--- config.mk ---
export PLATFORM = sky130hd
export DESIGN_NAME = spi_fsm
export DESIGN_NICKNAME = d
export VERILOG_FILES = /design/src/rtl/spi_fsm_pkg.sv /design/src/rtl/spi_fsm_bit_counter.sv /design/src/rtl/spi_fsm.sv
export SDC_FILE = /design/constraint.sdc
export NUM_CORES = 1
export LEC_CHECK = 0
export BUFFER_PORTS_ARGS = -buffer_cell sky130_fd_sc_hd__buf_2
export CORE_AREA = 8 8 45 47
export DETAILED_ROUTE_END_ITERATION = 8
export DIE_AREA = 0 0 53 55
export GPL_TIMING_DRIVEN = 0
export SLEW_MARGIN = 15
export SYNTH_ARGS = -nofsm -noshare
export SYNTH_HDL_FRONTEND = slang
export SYNTH_SLANG_ARGS = --single-unit
--- constraint.sdc ---
create_clock -name clk -period 2.1 [get_ports clk]
set_input_delay 0.21 -clock clk [delete_from_list [all_inputs] [get_ports clk]]
set_output_delay 0.21 -clock clk [all_outputs]
set_load 0.02 [all_outputs]
--- src/rtl/spi_fsm_pkg.sv ---
// Shared definitions for the SPI slave transaction controller.
package spi_fsm_pkg;

  // Edges per field (7 address bits + R/W bit, then 8 data bits).
  localparam int FIELD_BITS_DEF = 8;

  // R/W bit encoding as it appears in parallelDataOut[0].
  localparam logic RW_READ  = 1'b1;
  localparam logic RW_WRITE = 1'b0;

  // State encoding, 4-bit binary.
  localparam logic [3:0] ST_IDLE        = 4'd0;
  localparam logic [3:0] ST_GET_ADDR    = 4'd1;
  localparam logic [3:0] ST_LATCH_ADDR  = 4'd2;
  localparam logic [3:0] ST_READ_WAIT   = 4'd3;
  localparam logic [3:0] ST_READ_LOAD   = 4'd4;
  localparam logic [3:0] ST_READ_SHIFT  = 4'd5;
  localparam logic [3:0] ST_WRITE_SHIFT = 4'd6;
  localparam logic [3:0] ST_WRITE_MEM   = 4'd7;
  localparam logic [3:0] ST_DONE        = 4'd8;

  typedef enum logic [3:0] {
    S_IDLE        = ST_IDLE,
    S_GET_ADDR    = ST_GET_ADDR,
    S_LATCH_ADDR  = ST_LATCH_ADDR,
    S_READ_WAIT   = ST_READ_WAIT,
    S_READ_LOAD   = ST_READ_LOAD,
    S_READ_SHIFT  = ST_READ_SHIFT,
    S_WRITE_SHIFT = ST_WRITE_SHIFT,
    S_WRITE_MEM   = ST_WRITE_MEM,
    S_DONE        = ST_DONE
  } state_e;

  // Counter width able to hold 0..n-1, never narrower than one bit.
  function automatic int cnt_width(input int n);
    return (n <= 2) ? 1 : $clog2(n);
  endfunction

endpackage

--- src/rtl/spi_fsm_bit_counter.sv ---
// SCLK edge counter shared by the address and data phases.
module spi_bit_counter
  import spi_fsm_pkg::*;
#(
  parameter int FIELD_BITS = FIELD_BITS_DEF
) (
  input  logic clk,
  input  logic reset,
  input  logic clear_i,
  input  logic en_i,
  output logic tc_o
);

  localparam int W = cnt_width(FIELD_BITS);
  localparam logic [W-1:0] LAST = W'(FIELD_BITS - 1);

  logic [W-1:0] count_q;

  // Clear wins over enable so a state change always restarts the count.
  always_ff @(posedge clk) begin
    if (reset) begin
      count_q <= '0;
    end else if (clear_i) begin
      count_q <= '0;
    end else if (en_i) begin
      count_q <= count_q + W'(1);
    end
  end

  assign tc_o = (count_q == LAST);

endmodule

--- src/rtl/spi_fsm.sv ---
// Transaction controller for the SPI memory slave (Moore outputs).
module spi_fsm
  import spi_fsm_pkg::*;
#(
  parameter int FIELD_BITS       = FIELD_BITS_DEF,
  parameter int MEM_READ_LATENCY = 1
) (
  input  logic clk,
  input  logic reset,
  input  logic cs_n,
  input  logic sclk_posedge,
  input  logic rw_bit,
  output logic addr_we,
  output logic dm_we,
  output logic sr_we,
  output logic miso_buff_en
);

  localparam int WW = cnt_width(MEM_READ_LATENCY);
  localparam logic [WW-1:0] WAIT_LAST = WW'(MEM_READ_LATENCY - 1);

  state_e        state_q, state_d;
  logic [WW-1:0] wait_q, wait_d;
  logic          cnt_clr, cnt_en, cnt_tc;

  spi_bit_counter #(
    .FIELD_BITS(FIELD_BITS)
  ) u_bit_counter (
    .clk    (clk),
    .reset  (reset),
    .clear_i(cnt_clr),
    .en_i   (cnt_en),
    .tc_o   (cnt_tc)
  );

  // State and memory-latency wait counter registers.
  always_ff @(posedge clk) begin
    if (reset) begin
      state_q <= S_IDLE;
      wait_q  <= '0;
    end else begin
      state_q <= state_d;
      wait_q  <= wait_d;
    end
  end

  // Next-state logic; chip-select release aborts from any active state.
  always_comb begin
    state_d = state_q;
    wait_d  = wait_q;
    cnt_en  = 1'b0;
    if (cs_n && (state_q != S_IDLE)) begin
      state_d = S_IDLE;
    end else begin
      unique case (state_q)
        S_IDLE: begin
          if (!cs_n) state_d = S_GET_ADDR;
        end
        S_GET_ADDR: begin
          if (sclk_posedge) begin
            if (cnt_tc) state_d = S_LATCH_ADDR;
            else        cnt_en  = 1'b1;
          end
        end
        S_LATCH_ADDR: begin
          // The shift register already holds the 8th bit, so rw_bit is valid now.
          unique case (rw_bit)
            RW_READ:  state_d = (MEM_READ_LATENCY == 0) ? S_READ_LOAD : S_READ_WAIT;
            RW_WRITE: state_d = S_WRITE_SHIFT;
          endcase
        end
        S_READ_WAIT: begin
          if (wait_q == WAIT_LAST) state_d = S_READ_LOAD;
          else                     wait_d  = wait_q + WW'(1);
        end
        S_READ_LOAD: begin
          state_d = S_READ_SHIFT;
        end
        S_READ_SHIFT, S_WRITE_SHIFT: begin
          if (sclk_posedge) begin
            if (cnt_tc) state_d = (state_q == S_READ_SHIFT) ? S_DONE : S_WRITE_MEM;
            else        cnt_en  = 1'b1;
          end
        end
        S_WRITE_MEM: begin
          state_d = S_DONE;
        end
        S_DONE: begin
          state_d = S_DONE;
        end
        default: begin
          state_d = S_IDLE;
        end
      endcase
    end
    // Every state change restarts both counters.
    if (state_d != state_q) wait_d = '0;
  end

  assign cnt_clr = (state_d != state_q);

  // Output decode from the registered state only.
  always_comb begin
    addr_we      = 1'b0;
    dm_we        = 1'b0;
    sr_we        = 1'b0;
    miso_buff_en = 1'b0;
    unique case (state_q)
      S_LATCH_ADDR: addr_we      = 1'b1;
      S_READ_LOAD:  sr_we        = 1'b1;
      S_READ_SHIFT: miso_buff_en = 1'b1;
      S_WRITE_MEM:  dm_we        = 1'b1;
      default: ;
    endcase
  end

endmodule

==> impl_metrics.csv, run 1 <==
group,metric,value,unit
grt,grt_max_degree,11,
sta,clock_skew,0.00162,ns
sta,period_minus_slack,1.78,ns
floorplan,start_util,41.2,%
yosys,synth_edf_count,0,
sta,fin_crit_sh,84.7,%
routing,drt-vias-per-instance,5.35,
cts,post_cts_buffers,0,
cells_and_area,final_common_cell,"buf_2",
sta,rsz0062_at_grt,"no",
cts,cts_max_path_buffers,2,
grt,antenna_found_initial,0,
cells_and_area,final_area,657,um2
cts,hold_buffers,0,
cts,cts_sinks,7,
critical_path,worst-path-max-fanout,3,
routing,first_pass_iters,4,
placed_design,dp.cells,90,
worst_hold_path,hold_class,"primary input to register",
grt,grt_pass1_wl,2.08,mm
yosys,synth_top_cell_by_area,"dfxtp_1",
yosys,synth.net_count,74,
placed_design,placement.cell_area,631,um2
cells_and_area,drive_above_1_share,25.6,%
sta,max_clock_freq,0.562,GHz
cells_and_area,layoutNonFillerInstCount,94,
placed_design,hpwl,879,um
yosys,synth_area,571,um2
floorplan,die_area,2920,um2
cells_and_area,final_cell_mix,"9 x buf_2, 7 x dfxtp_1, 6 x nor2b_1, 5 x nor2_1",
yosys,yosysSeqAreaShare,24.6,%
routing,detail_route.wl_per_cell,12.3,um
floorplan,core_region_area,1380,um2
floorplan,io_pins,9,
cells_and_area,diodes,0,
critical_path,cpPeakStageDelay,0.42,ns
floorplan,die_h,55,um
critical_path,critPathSlowestCell,"or4_1",
sta,worst_slew_pin_slew,0.446,ns
placed_design,gp_congestion,0.835,
critical_path,worstSetupStartpointType,"register",
critical_path,cp_num_buf_inv,0,
cts,cts-resized-gates,0,
cells_and_area,layout.nets,87,
cells_and_area,fillers,145,
grt,track_usage,9.41,%
sta,setup-violations-final,0,
critical_path,critical_path_class,"register to register",
critical_path,crit_required,2.29,ns
critical_path,arrival,1.97,ns
yosys,syn_inst,66,
routing,drc,0,
grt,grt_pass1_vias,494,
routing,wl,1.15,mm
cells_and_area,area_growth,15.1,%
yosys,synth-main-ff-cell,"dfxtp_1",
power_and_ir_drop,vdd_drop_max,0.000242,V
yosys,synth.top_cell.area_share,24.6,%
floorplan,num_rows,14,
power_and_ir_drop,p_leak,0.000295,uW
routing,vias,503,
yosys,post_synth_num_cell_types,32,
grt,overflow,0,
sta,hold_viol,0,
yosys,syn_avg_cell_area,8.64,um2
cts,clk_pin_slew_worst_paths,0.05,ns
cts,cts_root_buf,"clkbuf_4",
cts,cts_buffers,3,
cts,htree_num_levels,1,
sta,maxSlewHeadroom,70.2,%
power_and_ir_drop,power.density,474,nW/um2
cts,insertion_delay,0.25,ns
cts,cts_tree,"built",
yosys,ys_warn_count,0,
critical_path,critPathTopFamily,"simple AND/OR/NAND/NOR gates",
yosys,synth.area.top_cells,"dfxtp_1 25%, ha_1 6.6%, nor2b_1 6.6%",
critical_path,cp-end-kind,"register",
placed_design,port_buffers,8,
run_status,status,"completed",
sta,setup_tns,0,ns
sta,slew_violations,0,
job,maxCapViolCount,0,
yosys,ys_ff_latch,7,
routing,drtAntennaViolNets,0,
routing,drt-initial-drc-count,7,
critical_path,crit_chain,"ha_1 > ha_1 > a21oi_1 > nor2b_1 > or4_1 > a2bb2oi_2 > nor2b_1",
yosys,ys_async_sr_fraction,0,%
floorplan,die_w,53,um
## cells in the mapped netlist, types with 2 or more instances
cell	number
ha_1	3
nor2_1	5
nor3_1	4
nand4b_1	2
mux2i_1	3
a21oi_1	4
inv_1	3
nor2b_1	6
nand2b_1	2
and2_1	3
nand2_1	3
o21a_1	2
dfxtp_1	7
## stage by stage
step           power (uW)  worst slack (ns)  utilization (%)  hold WS [ns]
2_1_floorplan         178             0.481                -         0.287
3_3_place_gp          191             0.331             45.6         0.445
3_5_place_dp          191             0.346             45.6         0.446
4_1_cts               318             0.305             47.5         0.179
5_1_grt               336             0.218             47.5         0.177
6_report              311             0.321             47.5         0.181
## worst reg2reg max path, stage by stage (launching register included)
cell	delay, ns
dfxtp_1	0.32
ha_1	0.22
ha_1	0.18
a21oi_1	0.15
nor2b_1	0.10
or4_1	0.43
a2bb2oi_2	0.19
nor2b_1	0.14
## worst paths after layout
| check | from | endpoint | slack, ns | depth (start not counted) |
|---|---|---|---|---|
| setup reg to reg | u_bit_counter.count_q[0] | u_bit_counter.count_q[1] | 0.32 | 7 |
| setup / recovery | u_bit_counter.count_q[0] | u_bit_counter.count_q[1] | 0.32 | 7 |
| hold / removal | reset | state_q[3] | 0.18 | 2 |
| hold reg to reg | u_bit_counter.count_q[1] | u_bit_counter.count_q[1] | 0.53 | 2 |
## where the power goes
| group | internal (uW) | total [uW] | leakage [uW] | switching (uW) |
|---|---|---|---|---|
| Combinational | 23.0 | 50.1 | 0.000223 | 27.1 |
| Sequential | 135 | 138 | 0.0000566 | 2.69 |
| Clock | 72.6 | 123 | 0.0000150 | 50.8 |
## area by class of cell
type	count	area [um2]	area share, %
inverter	3	11.3	1.71
multi-input combinational	53	399	60.8
tap	16	20.0	3.05
clock buffer	4	26.3	4.00
buffer	3	20.0	3.05
timing repair buffer	8	40.0	6.10
sequential	7	140	21.3
## cell families (layout without fill, tap and decap cells)
family          after synthesis  count (layout)  share of synthesized area, %
buf+inv                       6              18                          5.48
mux                           4               4                          7.68
xor+xnor                      1               1                          1.54
simple gates                 32              32                          33.8
fa+ha+maj                     3               3                          6.58
compound gates               13              13                          20.4
flops                         7               7                          24.6
## state kept, by name, summed over array words and instances, names as in the netlist
name	flops
u_bit_counter.count_q	3
state_q	4
## routing by layer
layer / routed length [um] / share of wire, % / up-vias / GRT usage, %
met5: 0 / 0 / - / 0
met1: 541 / 47 / 234 / 10.1
met2: 533 / 46 / 12 / 16.0
met4: 0 / 0 / 0 / 5.17
li1: - / - / 257 / -
met3: 76 / 6.6 / 0 / 3.21
Power figures use the tool's default switching activity.
==> run 2, diff against run 1 <==
--- a/config.mk
+++ b/config.mk
@@ -10,6 +10,7 @@
 export DETAILED_ROUTE_END_ITERATION = 8
 export DIE_AREA = 0 0 53 55
 export GPL_TIMING_DRIVEN = 0
+export PLACE_DENSITY = 0.66
 export SLEW_MARGIN = 15
 export SYNTH_ARGS = -nofsm -noshare
 export SYNTH_HDL_FRONTEND = slang
==> constraint.sdc (replaced) <==
create_clock -name clk -period 1.5 [get_ports clk]
set_input_delay 0.15 -clock clk [delete_from_list [all_inputs] [get_ports clk]]
set_output_delay 0.15 -clock clk [all_outputs]
set_load 0.02 [all_outputs]
==> impl_metrics.csv, run 2 (same netlist as run 1, synthesis figures left out) <==
group,metric,value,unit
run_status,status,"complete, but fails checks",
run_status,violations,"negative setup slack",
critical_path,r2r-end,"u_bit_counter.count_q[1]",
routing,wl,1.26,mm
routing,drt-initial-drc-count,5,
floorplan,die_w,53,um
grt,track_usage,9.67,%
floorplan,num_rows,14,
job,maxCapViolCount,0,
floorplan,io_pins,9,
cts,hold_buffers,0,
sta,setup_tns,-0.330,ns
cts,cts_tree,"built",
critical_path,cp-end-kind,"register",
sta,fin_crit_sh,108,%
critical_path,r2r_setup_slack,-0.11,ns
floorplan,start_util,41.2,%
critical_path,crit_required,1.69,ns
sta,clock_skew,0.000767,ns
power_and_ir_drop,p_leak,0.000304,uW
cells_and_area,final_cell_mix,"9 x buf_2, 5 x nor2_1, 4 x nor3_1, 4 x nor2b_1, 4 x dfxtp_1",
critical_path,worstSetupStartpointType,"register",
cells_and_area,layout.nets,88,
sta,maxSlewHeadroom,58.2,%
sta,timing.final.ws_setup,-0.115,ns
power_and_ir_drop,vdd_drop_max,0.000367,V
grt,grt_pass1_vias,486,
cells_and_area,largest_register_ffs,4,
grt,grt_max_degree,11,
routing,drt-vias-per-instance,5.28,
cts,cts_sinks,7,
cells_and_area,regMostFlops,"state_q",
cts,cts_root_buf,"clkbuf_4",
cts,clk_pin_slew_worst_paths,0.06,ns
worst_hold_path,min_from,"reset",
sta,rsz0062_at_grt,"yes",
cells_and_area,area_growth,28.9,%
critical_path,arrival,1.81,ns
cells_and_area,final_common_cell,"buf_2",
worst_hold_path,holdPathEnd,"state_q[3]",
placed_design,port_buffers,8,
sta,worst_slew_pin_slew,0.619,ns
sta,max_clock_freq,0.619,GHz
cells_and_area,multi_input_area,460,um2
routing,first_pass_iters,4,
worst_hold_path,holdPathStages,2,
cts,insertion_delay,0.25,ns
cells_and_area,fillers,135,
routing,detail_route.wl_per_cell,13.2,um
placed_design,hpwl,894,um
floorplan,die_h,55,um
critical_path,critical_path_class,"register to register",
cells_and_area,largestRegisters,"state_q x4, u_bit_counter.count_q x3",
placed_design,place_ws,-0.181,ns
sta,period_minus_slack,1.61,ns
sta,hold_viol,0,
floorplan,core_region_area,1380,um2
cts,htree_num_levels,1,
critical_path,r2r-start,"u_bit_counter.count_q[0]",
worst_hold_path,hold_class,"primary input to register",
power_and_ir_drop,power.density,614,nW/um2
cts,cts_buffers,3,
cells_and_area,diodes,0,
grt,antenna_found_initial,0,
routing,vias,502,
sta,slew_violations,0,
routing,drtAntennaViolNets,0,
placed_design,gp_congestion,0.765,
grt,grt_pass1_wl,2.12,mm
cts,cts_max_path_buffers,2,
cells_and_area,regArea,146,um2
critical_path,worst-path-max-fanout,3,
routing,drc,0,
sta,setup-violations-final,3,
floorplan,die_area,2920,um2
critical_path,reg2regPathDepth,7,
cells_and_area,drive_above_1_share,41.8,%
grt,overflow,0,
[run 2: routing by layer]
layer | vias to the layer above | share of wire [%] | global-route usage (%)
li1 | 258 | - | -
met1 | 234 | 45 | 10.9
met2 | 8 | 48 | 16.2
met3 | 2 | 5.9 | 2.67
met4 | 0 | 1.5 | 5.17
met5 | - | 0 | 0
[run 2: layout make-up]
cell class	count	area share (%)
Sequential cell	7	19.9
Tap cell	16	2.72
Multi-Input combinational cell	53	62.6
Clock buffer	4	3.57
Buffer	3	3.23
Inverter	3	1.53
Timing Repair Buffer	9	6.46
[run 2: worst max path at each step]
stage	from	endpoint	slack [ns]
2_1_floorplan	u_bit_counter.count_q[0]	u_bit_counter.count_q[1]	-0.06
3_3_place_gp	u_bit_counter.count_q[0]	u_bit_counter.count_q[1]	-0.19
3_5_place_dp	u_bit_counter.count_q[0]	u_bit_counter.count_q[0]	-0.18
4_1_cts	u_bit_counter.count_q[0]	u_bit_counter.count_q[1]	-0.19
5_1_grt	u_bit_counter.count_q[1]	u_bit_counter.count_q[1]	-0.19
6_report	u_bit_counter.count_q[0]	u_bit_counter.count_q[1]	-0.11
[run 2: worst max-delay path: stages, from the launching register on]
cell,delay [ns]
dfxtp_2,0.34
ha_4,0.17
ha_4,0.16
a21oi_4,0.12
nor2b_2,0.05
or4_4,0.43
a2bb2oi_4,0.16
nor2b_1,0.13
[run 2: what timing repair did]
action,CTS,global route
resized for setup,10,5
pin swaps,5,2
setup buffers,1,0
endpoints found under the setup margin,6,4
gates cloned,0,0
[run 2: metrics by stage]
step           hold slack (ns)  util (%)  power, uW  area, um2  std cells
2_1_floorplan            0.227         -        249        577         66
3_3_place_gp             0.386      46.0        268        637         90
3_5_place_dp             0.382      46.0        268        637         90
4_1_cts                  0.112      51.9        455        718         95
5_1_grt                  0.123      53.2        478        736         95
6_report                 0.121      53.2        452        736         95
[run 2: report_power, final]
group          total, uW  internal [uW]  switching [uW]
registers            191            187            3.81
clock network        179            102            77.0
logic               81.6           37.7            43.9
total                452            327             125
==> run 3, diff against run 2 <==
==> constraint.sdc (replaced) <==
create_clock -name clk -period 1.5 [get_ports clk]
set_input_delay 0.075 -clock clk [delete_from_list [all_inputs] [get_ports clk]]
set_output_delay 0.075 -clock clk [all_outputs]
set_load 0.02 [all_outputs]
==> impl_metrics.csv, run 3 (same netlist as run 1, synthesis figures left out) <==
group,metric,value,unit
run_status,status,"complete, but fails checks",
run_status,violations,"negative setup slack",
sta,hold_viol,0,
critical_path,crit_chain,"ha_4 > ha_4 > a21oi_4 > nor2b_2 > or4_4 > a2bb2oi_4 > nor2b_1",
cts,cts_tree,"built",
critical_path,critPathSlowestCell,"or4_4",
sta,rsz0062_at_grt,"yes",
critical_path,arrival,1.81,ns
grt,antenna_found_initial,0,
power_and_ir_drop,power.density,622,nW/um2
sta,maxSlewHeadroom,58.2,%
cells_and_area,final_area,728,um2
placed_design,gp_congestion,0.765,
critical_path,worst-path-max-fanout,3,
sta,max_clock_freq,0.619,GHz
floorplan,num_rows,14,
placed_design,place_ws,-0.181,ns
cts,cts_buffers,3,
grt,grt_pass1_vias,486,
placed_design,port_buffers,8,
grt,grt_util_met2,16.2,%
grt,busiest_layer,"met2",
cells_and_area,final_cell_mix,"9 x buf_2, 5 x nor2b_1, 5 x nor2_1, 4 x nor3_1, 4 x dfxtp_1",
critical_path,crit_required,1.69,ns
grt,grtUsageMet1,10.9,%
cts,htree_num_levels,1,
critical_path,worst_path_most_repeated_cell,"ha_4",
floorplan,start_util,41.2,%
cts,cts_max_path_buffers,2,
critical_path,cp_num_buf_inv,0,
routing,drc,0,
placed_design,placement.cell_area,637,um2
sta,period_minus_slack,1.62,ns
cts,clk_pin_slew_worst_paths,0.06,ns
grt,track_usage,9.67,%
critical_path,cp-end-kind,"register",
power_and_ir_drop,vdd_drop_max,0.000367,V
cells_and_area,largest_register_ffs,4,
cells_and_area,largestRegisters,"state_q x4, u_bit_counter.count_q x3",
sta,timing.final.ws_setup,-0.116,ns
critical_path,worstSetupStartpointType,"register",
cells_and_area,layout.nets,88,
cells_and_area,area_growth,27.6,%
sta,holdWs,0.0445,ns
cells_and_area,regMostFlops,"state_q",
grt,grt_pass1_wl,2.12,mm
floorplan,die_area,2920,um2
grt,grt_max_degree,11,
floorplan,die_w,53,um
floorplan,io_pins,9,
power_and_ir_drop,p_leak,0.000304,uW
cells_and_area,fillers,132,
routing,detail_route.wl_per_cell,13.3,um
cells_and_area,layoutNonFillerInstCount,95,
critical_path,critical_path_class,"register to register",
worst_hold_path,hold_class,"primary input to register",
sta,fin_crit_sh,108,%
sta,slew_violations,0,
floorplan,die_h,55,um
routing,drtAntennaViolNets,0,
floorplan,core_region_area,1380,um2
routing,first_pass_iters,3,
cts,cts_root_buf,"clkbuf_4",
placed_design,dp.cells,90,
placed_design,hpwl,894,um
routing,vias,498,
critical_path,critPathTopFamily,"simple AND/OR/NAND/NOR gates",
sta,clock_skew,0.00124,ns
cells_and_area,diodes,0,
sta,setup_tns,-0.333,ns
routing,drt-initial-drc-count,9,
routing,wl,1.27,mm
routing,drt-vias-per-instance,5.24,
grt,overflow,0,
cells_and_area,final_common_cell,"buf_2",
sta,worst_slew_pin_slew,0.619,ns
cells_and_area,drive_above_1_share,40.5,%
sta,setup-violations-final,3,
job,maxCapViolCount,0,
cts,cts_sinks,7,
grt,grt_util_met3,2.67,%
critical_path,cpPeakStageDelay,0.43,ns
cts,insertion_delay,0.25,ns
run 3: cell count changes in the layout (fill, tap and decap cells not counted):
cell      delta
clkbuf_2     +1
buf_4        -1
nor2b_2      -1
nor2b_1      +1
dfxtp_4      -1
dfxtp_2      +1
run 3: cell type report:
type	instances	area [um2]	share of cell area, %
Buffer	3	21.3	2.92
Clock buffer	4	26.3	3.61
Inverter	3	11.3	1.55
Multi-Input combinational cell	53	458	62.9
Sequential cell	7	144	19.8
Tap cell	16	20.0	2.75
Timing Repair Buffer	9	47.5	6.53
run 3: path summary, 6_finish.rpt:
path,startpoint,cells past startpoint,to,slack (ns)
min reg2reg,u_bit_counter.count_q[1],2,u_bit_counter.count_q[1],0.54
max,u_bit_counter.count_q[0],7,u_bit_counter.count_q[1],-0.12
min,reset,2,state_q[3],0.04
max reg2reg,u_bit_counter.count_q[0],7,u_bit_counter.count_q[1],-0.12
run 3: timing repair:
| action | CTS | global route |
|---|---|---|
| pin swaps | 5 | 2 |
| hold buffers | 0 | 0 |
| gates resized for setup | 7 | 5 |
| setup endpoints to repair | 5 | 6 |
| buffers inserted | 1 | 0 |
run 3: per-layer routing:
metal,vias up,share of wire (%)
met5,-,0
met2,8,47
met3,2,5.8
li1,258,-
met1,230,45
met4,0,1.5
run 3: stage by stage:
stage	total power (uW)	utilization, %
after floorplan	249	-
after global placement	268	46.0
after detailed placement	268	46.0
after CTS	455	51.5
after global routing	479	52.6
final	453	52.6
run 3: where the power goes:
part	leakage [uW]	switching [uW]	internal, uW
combinational	0.000231	43.6	37.6
sequential	0.0000582	3.92	189
clock	0.0000150	76.6	102
